[src/rtl/paddle_quad_encoder.sv]
// Paddle/stick/button to quadrature encoder bridge: tracks a virtual encoder
// position and emits one Gray-code step on {enc_a,enc_b} per tick at most.
module paddle_quad_encoder #(
  parameter int STEP_DIV = 5500,
  parameter int DEADBAND = 2
) (
  input  logic       clk_sys,
  input  logic       reset,
  input  logic [1:0] mode,
  input  logic       left,
  input  logic       right,
  input  logic [7:0] analog,
  input  logic [7:0] paddle,
  output logic       enc_a,
  output logic       enc_b,
  output logic [7:0] pos,
  output logic       step_o
);

  localparam logic [1:0] IDLE   = 2'd0;
  localparam logic [1:0] STEP   = 2'd1;
  localparam logic [1:0] RESYNC = 2'd2;

  localparam logic [15:0] TICK_LAST = 16'(STEP_DIV - 1);

  logic [15:0]       tickCnt_q, tickCnt_d;
  logic [1:0]        state_q, state_d;
  logic [1:0]        modePrev_q, modePrev_d;
  logic [1:0]        phase_q, phase_d;
  logic [7:0]        pos_q, pos_d;
  logic              step_q, step_d;

  logic              tick;
  logic              modeChange;
  logic              absMode;
  logic [7:0]        target;
  logic signed [8:0] err;
  logic              stepUp;
  logic              stepDown;

  // Forward walks 00->01->11->10; reverse walks the same ring backwards.
  function automatic logic [1:0] phaseAdvance(input logic [1:0] ph, input logic up);
    return up ? {ph[0], ~ph[1]} : {~ph[0], ph[1]};
  endfunction

  assign tick       = (tickCnt_q == TICK_LAST);
  assign modeChange = (mode != modePrev_q);
  assign absMode    = (mode == 2'b01) || (mode == 2'b10);

  always_comb begin
    case (mode)
      2'b01:   target = analog ^ 8'h80;
      2'b10:   target = paddle;
      default: target = pos_q;
    endcase
  end

  assign err = $signed({1'b0, target}) - $signed({1'b0, pos_q});

  // Saturation in absolute modes falls out of the end-stop guards.
  always_comb begin
    stepUp   = 1'b0;
    stepDown = 1'b0;
    if (absMode) begin
      if (int'(err) > DEADBAND && pos_q != 8'hFF) begin
        stepUp = 1'b1;
      end else if (int'(err) < -DEADBAND && pos_q != 8'h00) begin
        stepDown = 1'b1;
      end
    end else begin
      stepUp   = right & ~left;
      stepDown = left & ~right;
    end
  end

  // A mode change wins over everything, including a tick in the same cycle.
  always_comb begin
    tickCnt_d  = tick ? 16'd0 : tickCnt_q + 16'd1;
    state_d    = IDLE;
    modePrev_d = modePrev_q;
    pos_d      = pos_q;
    phase_d    = phase_q;
    step_d     = 1'b0;
    if (modeChange) begin
      state_d    = RESYNC;
      modePrev_d = mode;
      tickCnt_d  = 16'd0;
    end else begin
      case (state_q)
        RESYNC: begin
          tickCnt_d = 16'd0;
          if (absMode) pos_d = target;
        end
        STEP: state_d = IDLE;
        default: begin
          if (tick && (stepUp || stepDown)) begin
            state_d = STEP;
            step_d  = 1'b1;
            pos_d   = stepUp ? pos_q + 8'd1 : pos_q - 8'd1;
            phase_d = phaseAdvance(phase_q, stepUp);
          end
        end
      endcase
    end
  end

  always_ff @(posedge clk_sys) begin
    if (reset) begin
      tickCnt_q  <= 16'd0;
      state_q    <= IDLE;
      modePrev_q <= mode;
      phase_q    <= 2'b00;
      pos_q      <= 8'h80;
      step_q     <= 1'b0;
    end else begin
      tickCnt_q  <= tickCnt_d;
      state_q    <= state_d;
      modePrev_q <= modePrev_d;
      phase_q    <= phase_d;
      pos_q      <= pos_d;
      step_q     <= step_d;
    end
  end

  assign enc_a  = phase_q[1];
  assign enc_b  = phase_q[0];
  assign pos    = pos_q;
  assign step_o = step_q;

endmodule
[config.mk]
export PLATFORM = sky130hd
export DESIGN_NAME = paddle_quad_encoder
export DESIGN_NICKNAME = d
export VERILOG_FILES = /design/src/rtl/paddle_quad_encoder.sv
export SDC_FILE = /design/constraint.sdc
export NUM_CORES = 1
export LEC_CHECK = 0
export CORE_ASPECT_RATIO = 2
export CORE_MARGIN = 10
export CORE_UTILIZATION = 25
export CTS_BUF_LIST = sky130_fd_sc_hd__clkbuf_16
export CTS_CLUSTER_SIZE = 16
export DETAILED_ROUTE_END_ITERATION = 6
export DONT_BUFFER_PORTS = 1
export GPL_TIMING_DRIVEN = 1
export PLACE_DENSITY_LB_ADDON = 0.2
export SETUP_SLACK_MARGIN = 0.4
export SLEW_MARGIN = 5
export SYNTH_ARGS = -nofsm -noshare
export SYNTH_HDL_FRONTEND = slang
export SYNTH_SLANG_ARGS = --single-unit
[constraint.sdc]
create_clock -name clk_sys -period 6.5 [get_ports clk_sys]
set_clock_uncertainty 0.1 [all_clocks]
set_input_delay 0.65 -clock clk_sys [delete_from_list [all_inputs] [get_ports clk_sys]]
set_output_delay 0.65 -clock clk_sys [all_outputs]
set_load 0.02 [all_outputs]
# Word-level counts from Yosys, hierarchy flattened
# Cells that the tools add are included.
word_totals:
  ff_bits: 31
  inputBits: 22
  out_inout_bits: 11
  word_cells: 61
classes:
  n_addsub: 4
  magnitude_cmp: 2
  eq_ne: 8
  mux: 17
  n_bitwise: 10
  reduce_logical: 13
ops:
  columns: ["operator", "n"]
  rows:
  - ["$pmux W8 S2", 2]
  - ["$mux W8", 3]
  - ["$add A16 B1 Y16 const B", 1]
  - ["$eq A16 B13 Y1 const B", 1]
  - ["$gt A9 B3 Y1 const B", 1]
  - ["$lt A9 B2 Y1 const B", 1]
  - ["$sub A8 B8 Y9", 1]
  - ["$add A8 B1 Y8 const B", 1]
  - ["$mux W1", 8]
  - ["$mux W2", 4]
  - ["$ne A8 B8 Y1 const B", 1]
  - ["$not A1 Y1", 8]
  - ["$reduce_bool A8 Y1", 1]
  - ["$reduce_or A4 Y1", 2]
  - ["$sub A8 B1 Y8 const B", 1]
  - ["$eq A2 B1 Y1 const B", 2]
  - ["$eq A2 B2 Y1 const B", 2]
  - ["$reduce_and A4 Y1", 1]
  - ["$reduce_bool A2 Y1", 2]
  - ["$logic_and A1 B1 Y1", 3]
  - ["$reduce_and A3 Y1", 1]
  - ["$and A1 B1 Y1", 2]
  - ["$logic_or A1 B1 Y1", 2]
  - ["$ne A2 B2 Y1", 1]
  - ["other kinds (2)", 2]

# Longest topological paths before layout
depth:
  depth_word: 13
  depth_mapped: 22
  ltp_nobuf: 19

# Worst setup path before layout
# No wires, ideal clock.
synth_path:
  path_kind: "input port to flip-flop"
  from: "input mode[0]"
  to: "register pos_q[6], in the netlist pos[6]"
  t_arrival_ps: 4738
  t_required_ps: 6270
  path_slack_ps: 1532
  path_stages: 22
  path_cell_list: "inv_1 -> ha_1 -> buf_1 -> clkbuf_1 -> a221oi_1 -> a21oi_1 -> ha_1 -> buf_2 -> and3_1 -> o211a_1 -> nor3_2 -> xor2_1 -> nand4_1 -> a32o_1 -> buf_6 -> xnor2_1 -> ha_1 -> or3_1 -> or4_1 -> mux2i_1 -> o21a_1 -> o32ai_1"
synth_via:
  elab_chain_len: 12
  elab_cells_between_ends: 25
  cone_classes: "add/sub (1); order compare (2); eq/ne (4); mux (10); bitwise (1); reduce/logical (7)"
synth_lines:
  columns: ["element", "line_no", "text"]
  rows:
  - ["start: declaration", "9", "input logic [1:0] mode,"]
  - ["$eq A2 B2 Y1 / $eq A2 B1 Y1 (equally long branches)", "48, 51", null]
  - ["$pmux W8 S2", "51", "case (mode)"]
  - ["$sub A8 B8 Y9", "58", "assign err = $signed({1'b0, target}) - $signed({1'b0, pos_q});"]
  - ["$lt A9 B2 Y1", "67", "end else if (int'(err) < -DEADBAND && pos_q != 8'h00) begin"]
  - ["$logic_and A1 B1 Y1", "67", null]
  - ["$mux W1", "67", null]
  - ["$mux W1", "65", "if (int'(err) > DEADBAND && pos_q != 8'hFF) begin"]
  - ["$mux W1", "64", "if (absMode) begin"]
  - ["$logic_or A1 B1 Y1", "96", "if (tick && (stepUp || stepDown)) begin"]
  - ["$logic_and A1 B1 Y1", "96", null]
  - ["$reduce_bool A2 Y1 (no line)", null, null]
  - ["$reduce_and A4 Y1 (no line)", null, null]
  - ["end signal: assignment", "120", "pos_q <= pos_d;"]
  - ["end: declaration", "30", "logic [7:0] pos_q, pos_d;"]
# Several ways; a longest one is shown, not always the timed one. The select of a mux whose other input is x is not followed.
# A chain may end at the register's enable or synchronous reset.

# Final worst setup path
# Same ends and word-level chain as after synthesis.

==> flow_summary.ini <==
[logic_synthesis]
ys_ff_latch = 30
syn_inst = 280
yosys.cell_count.top_type = nor2_1
seq_area_frac_synth = 0.270
yosysWarnings = 0
ys_types = 52
synthTopCellsByCount = nor2_1, dfxtp_1, inv_1
avgSynthCellArea_um2 = 8.22
synth_largest_area_cell = dfxtp_1
synth_edf_count = 2
yosys-top-cells-area = dfxtp_1, ha_1, xor2_1
synth_top_area_frac = 0.244
synthesis.nets = 317
syn_area_mm2 = 0.00230
ys.flop_type = dfxtp_1
async_flop_share = 0

[clocking]
cts_buffers = 5
clk_latency_ns = 0.27
clock-sinks = 30
h-tree-depth = 2
clock_path_buffers = 2
cts_root_buf = clkbuf_16
cts_tree = yes
cts_setup_buffers = 0
path_clk_slew_ns = 0.05
cts_resized = 0
cts_hold_buf = 0

[worst_setup_path]
start_kind = input port
worstSetupPathType = in2reg
endpoint_kind = flip-flop
crit_required_ns = 6.59
cp.arrival_ns = 5.35
r2r_start = pos[5]
regToRegEndpoint = pos[6]
path_max_fanout = 21
worstRegToRegCells = 16
rrSetupSlack_ns = 1.77

[layout]
fin_util = 0.280
layout-drive-gt1-share = 0.0657
n_antenna_cell = 0
area_growth_pct = 9.52
nNetsFinal = 310

[sta]
finalHoldViolCount = 0
setup_viol = 0
finalWorstSetupSlack_ns = 1.23
relSlewSlack = 0.510
fin_crit_ns = 5.27
tightest_slew_ns = 0.735
final.setup.tns_ns = 0
fmax_mhz = 190
rsz0062_at_grt = false
finalCritPeriodShare = 0.811
finalMaxSlewViolations = 0

[run_status]
outcome = complete, no violations

[min_path]
min_path_cells = 1
hold_path.startpoint = reset
min_to = phase_q[1]
hp-class = in2reg

[die]
die_area_mm2 = 0.0137
die_x_um = 87.8
start_util = 0.255
die-height_um = 156
core.rowCount = 49
core-area_mm2 = 0.00901
io_pins = 33

[global_routing]
grt_max_degree = 22
track_usage = 0.102
antenna_found_initial = 0
grt_pass1_vias = 2113
grt_first_pass_wirelength_um = 10900
grt_overflow = 0

[detailed_routing]
wl_met1_um = 2290
wl_met2_um = 4070
dr.pass1.iters = 7
vias = 2025
drt_iter0_drc = 85
dr_wl_met3_um = 392
drc = 0
totalWireLength_um = 6890
ant_nets = 0
topRoutingLayerUsed = met4
wl_per_cell_um = 18.3
drt-vias-per-instance = 5.39

[placed_design]
io_buffers = 0
place_ws_ns = 0.910
hpwlAfterDp_um = 5560
gp_congestion = 0.862

[run]
drv_cap = 0

[power]
p_per_area_mw_per_mm2 = 263
ir_drop_v = 0.000163
power_leakage_nw = 0.945
-- through the flow --
| stage | cells | total power [W] | area (um2) | hold WS (ns) |
|---|---|---|---|---|
| 4_1_cts | 376 | 0.000671 | 2520 | 0.333 |
| 6_report | 376 | 0.000662 | 2520 | 0.342 |
| 3_5_place_dp | 368 | 0.000407 | 2350 | 0.350 |
| 3_3_place_gp | 368 | 0.000408 | 2350 | 0.342 |
| 5_1_grt | 376 | 0.000697 | 2520 | 0.330 |
| 2_1_floorplan | 280 | 0.000370 | 2300 | 0.326 |
-- worst max-delay path, stage by stage --
cell and delay, ns:
inv_1 0.02, ha_1 0.56, a221oi_1 0.33, a21oi_1 0.11
ha_1 0.45, nor2b_4 0.25, o21ai_2 0.11, a31oi_1 0.28
o21bai_1 0.19, nand4_1 0.19, a32o_1 0.46, xnor2_1 0.21
ha_1 0.26, or3_1 0.35, or4_1 0.41, mux2i_1 0.26
a22oi_1 0.11, o32ai_1 0.15
-- logic make-up (layout without fill, tap and decap cells) --
logic type | Yosys count | in the layout | share of synthesized area
adders and majority gates | 15 | 15 | 0.0816
DFF | 30 | 30 | 0.270
and+or+nand+nor | 102 | 102 | 0.232
muxes | 10 | 10 | 0.0479
buffers and inverters | 33 | 27 | 0.0636
AOI/OAI and AO/OA | 67 | 67 | 0.218
xor gates and xnor gates | 23 | 23 | 0.0876
-- how the worst max path moves through the flow --
stage	start	endpoint	slack, ns	cells after the start
floorplan	mode[0]	pos[6]	1.53	22
global placement	mode[0]	pos[6]	1.03	18
detailed placement	mode[0]	pos[6]	0.91	18
CTS	mode[0]	pos[6]	1.21	18
global route	mode[0]	pos[6]	0.87	18
finish	mode[0]	pos[6]	1.23	18
-- layout by cell type, fill, tap and decap left out, types with 2 or more instances in the layout --
cell | synthesis | routed
nor4_1 | 2 | 2
o211a_1 | 2 | 2
nand3_1 | 14 | 14
mux2_4 | 2 | 2
nor4b_1 | 3 | 3
a21oi_1 | 15 | 15
nand4_1 | 5 | 5
nor3_1 | 4 | 4
and3_1 | 9 | 9
a2bb2oi_2 | 2 | 2
edfxtp_1 | 2 | 2
and4b_1 | 3 | 3
or4_1 | 2 | 2
o41ai_1 | 2 | 2
nor2_1 | 31 | 31
o21ai_1 | 2 | 2
dfxtp_1 | 28 | 28
inv_1 | 18 | 19
xor2_1 | 14 | 14
o21ai_0 | 5 | 5
ha_1 | 15 | 15
a22oi_1 | 5 | 5
xnor2_1 | 9 | 9
o22ai_1 | 3 | 3
or3_1 | 4 | 4
o32ai_1 | 5 | 5
clkbuf_16 | 0 | 5
a211oi_1 | 2 | 2
a221oi_1 | 8 | 8
o21a_1 | 6 | 6
nand2_1 | 16 | 16
nand2b_1 | 5 | 5
mux2i_1 | 8 | 8
-- sequential cells by signal (all words and copies together), names as in the netlist --
signal and flops:
step_o 1, modePrev_q 2, tickCnt_q 16, state_q 1, pos 8, phase_q 2
-- metal layers --
layer / vias up / global-route usage
met5: - / 0
met4: 0 / 0.0412
met3: 10 / 0.0314
met2: 33 / 0.202
met1: 971 / 0.0879
li1: 1011 / -
-- power breakdown --
group	switching [W]	internal, W	leakage [nW]	total, W
Sequential	0.00000985	0.000191	0.247	0.000201
Clock	0.0000807	0.000179	0.0812	0.000260
Combinational	0.000115	0.0000865	0.617	0.000202
Total	0.000206	0.000456	0.945	0.000662
-- cell type report --
class	count	area, um2
Fill cell	975	6490
Multi-Input combinational cell	217	1530
Sequential cell	30	621
Tap cell	102	128
Clock buffer	5	125
Inverter	19	71.3
Clock inverter	3	41.3
Power figures use the tool's default switching activity.
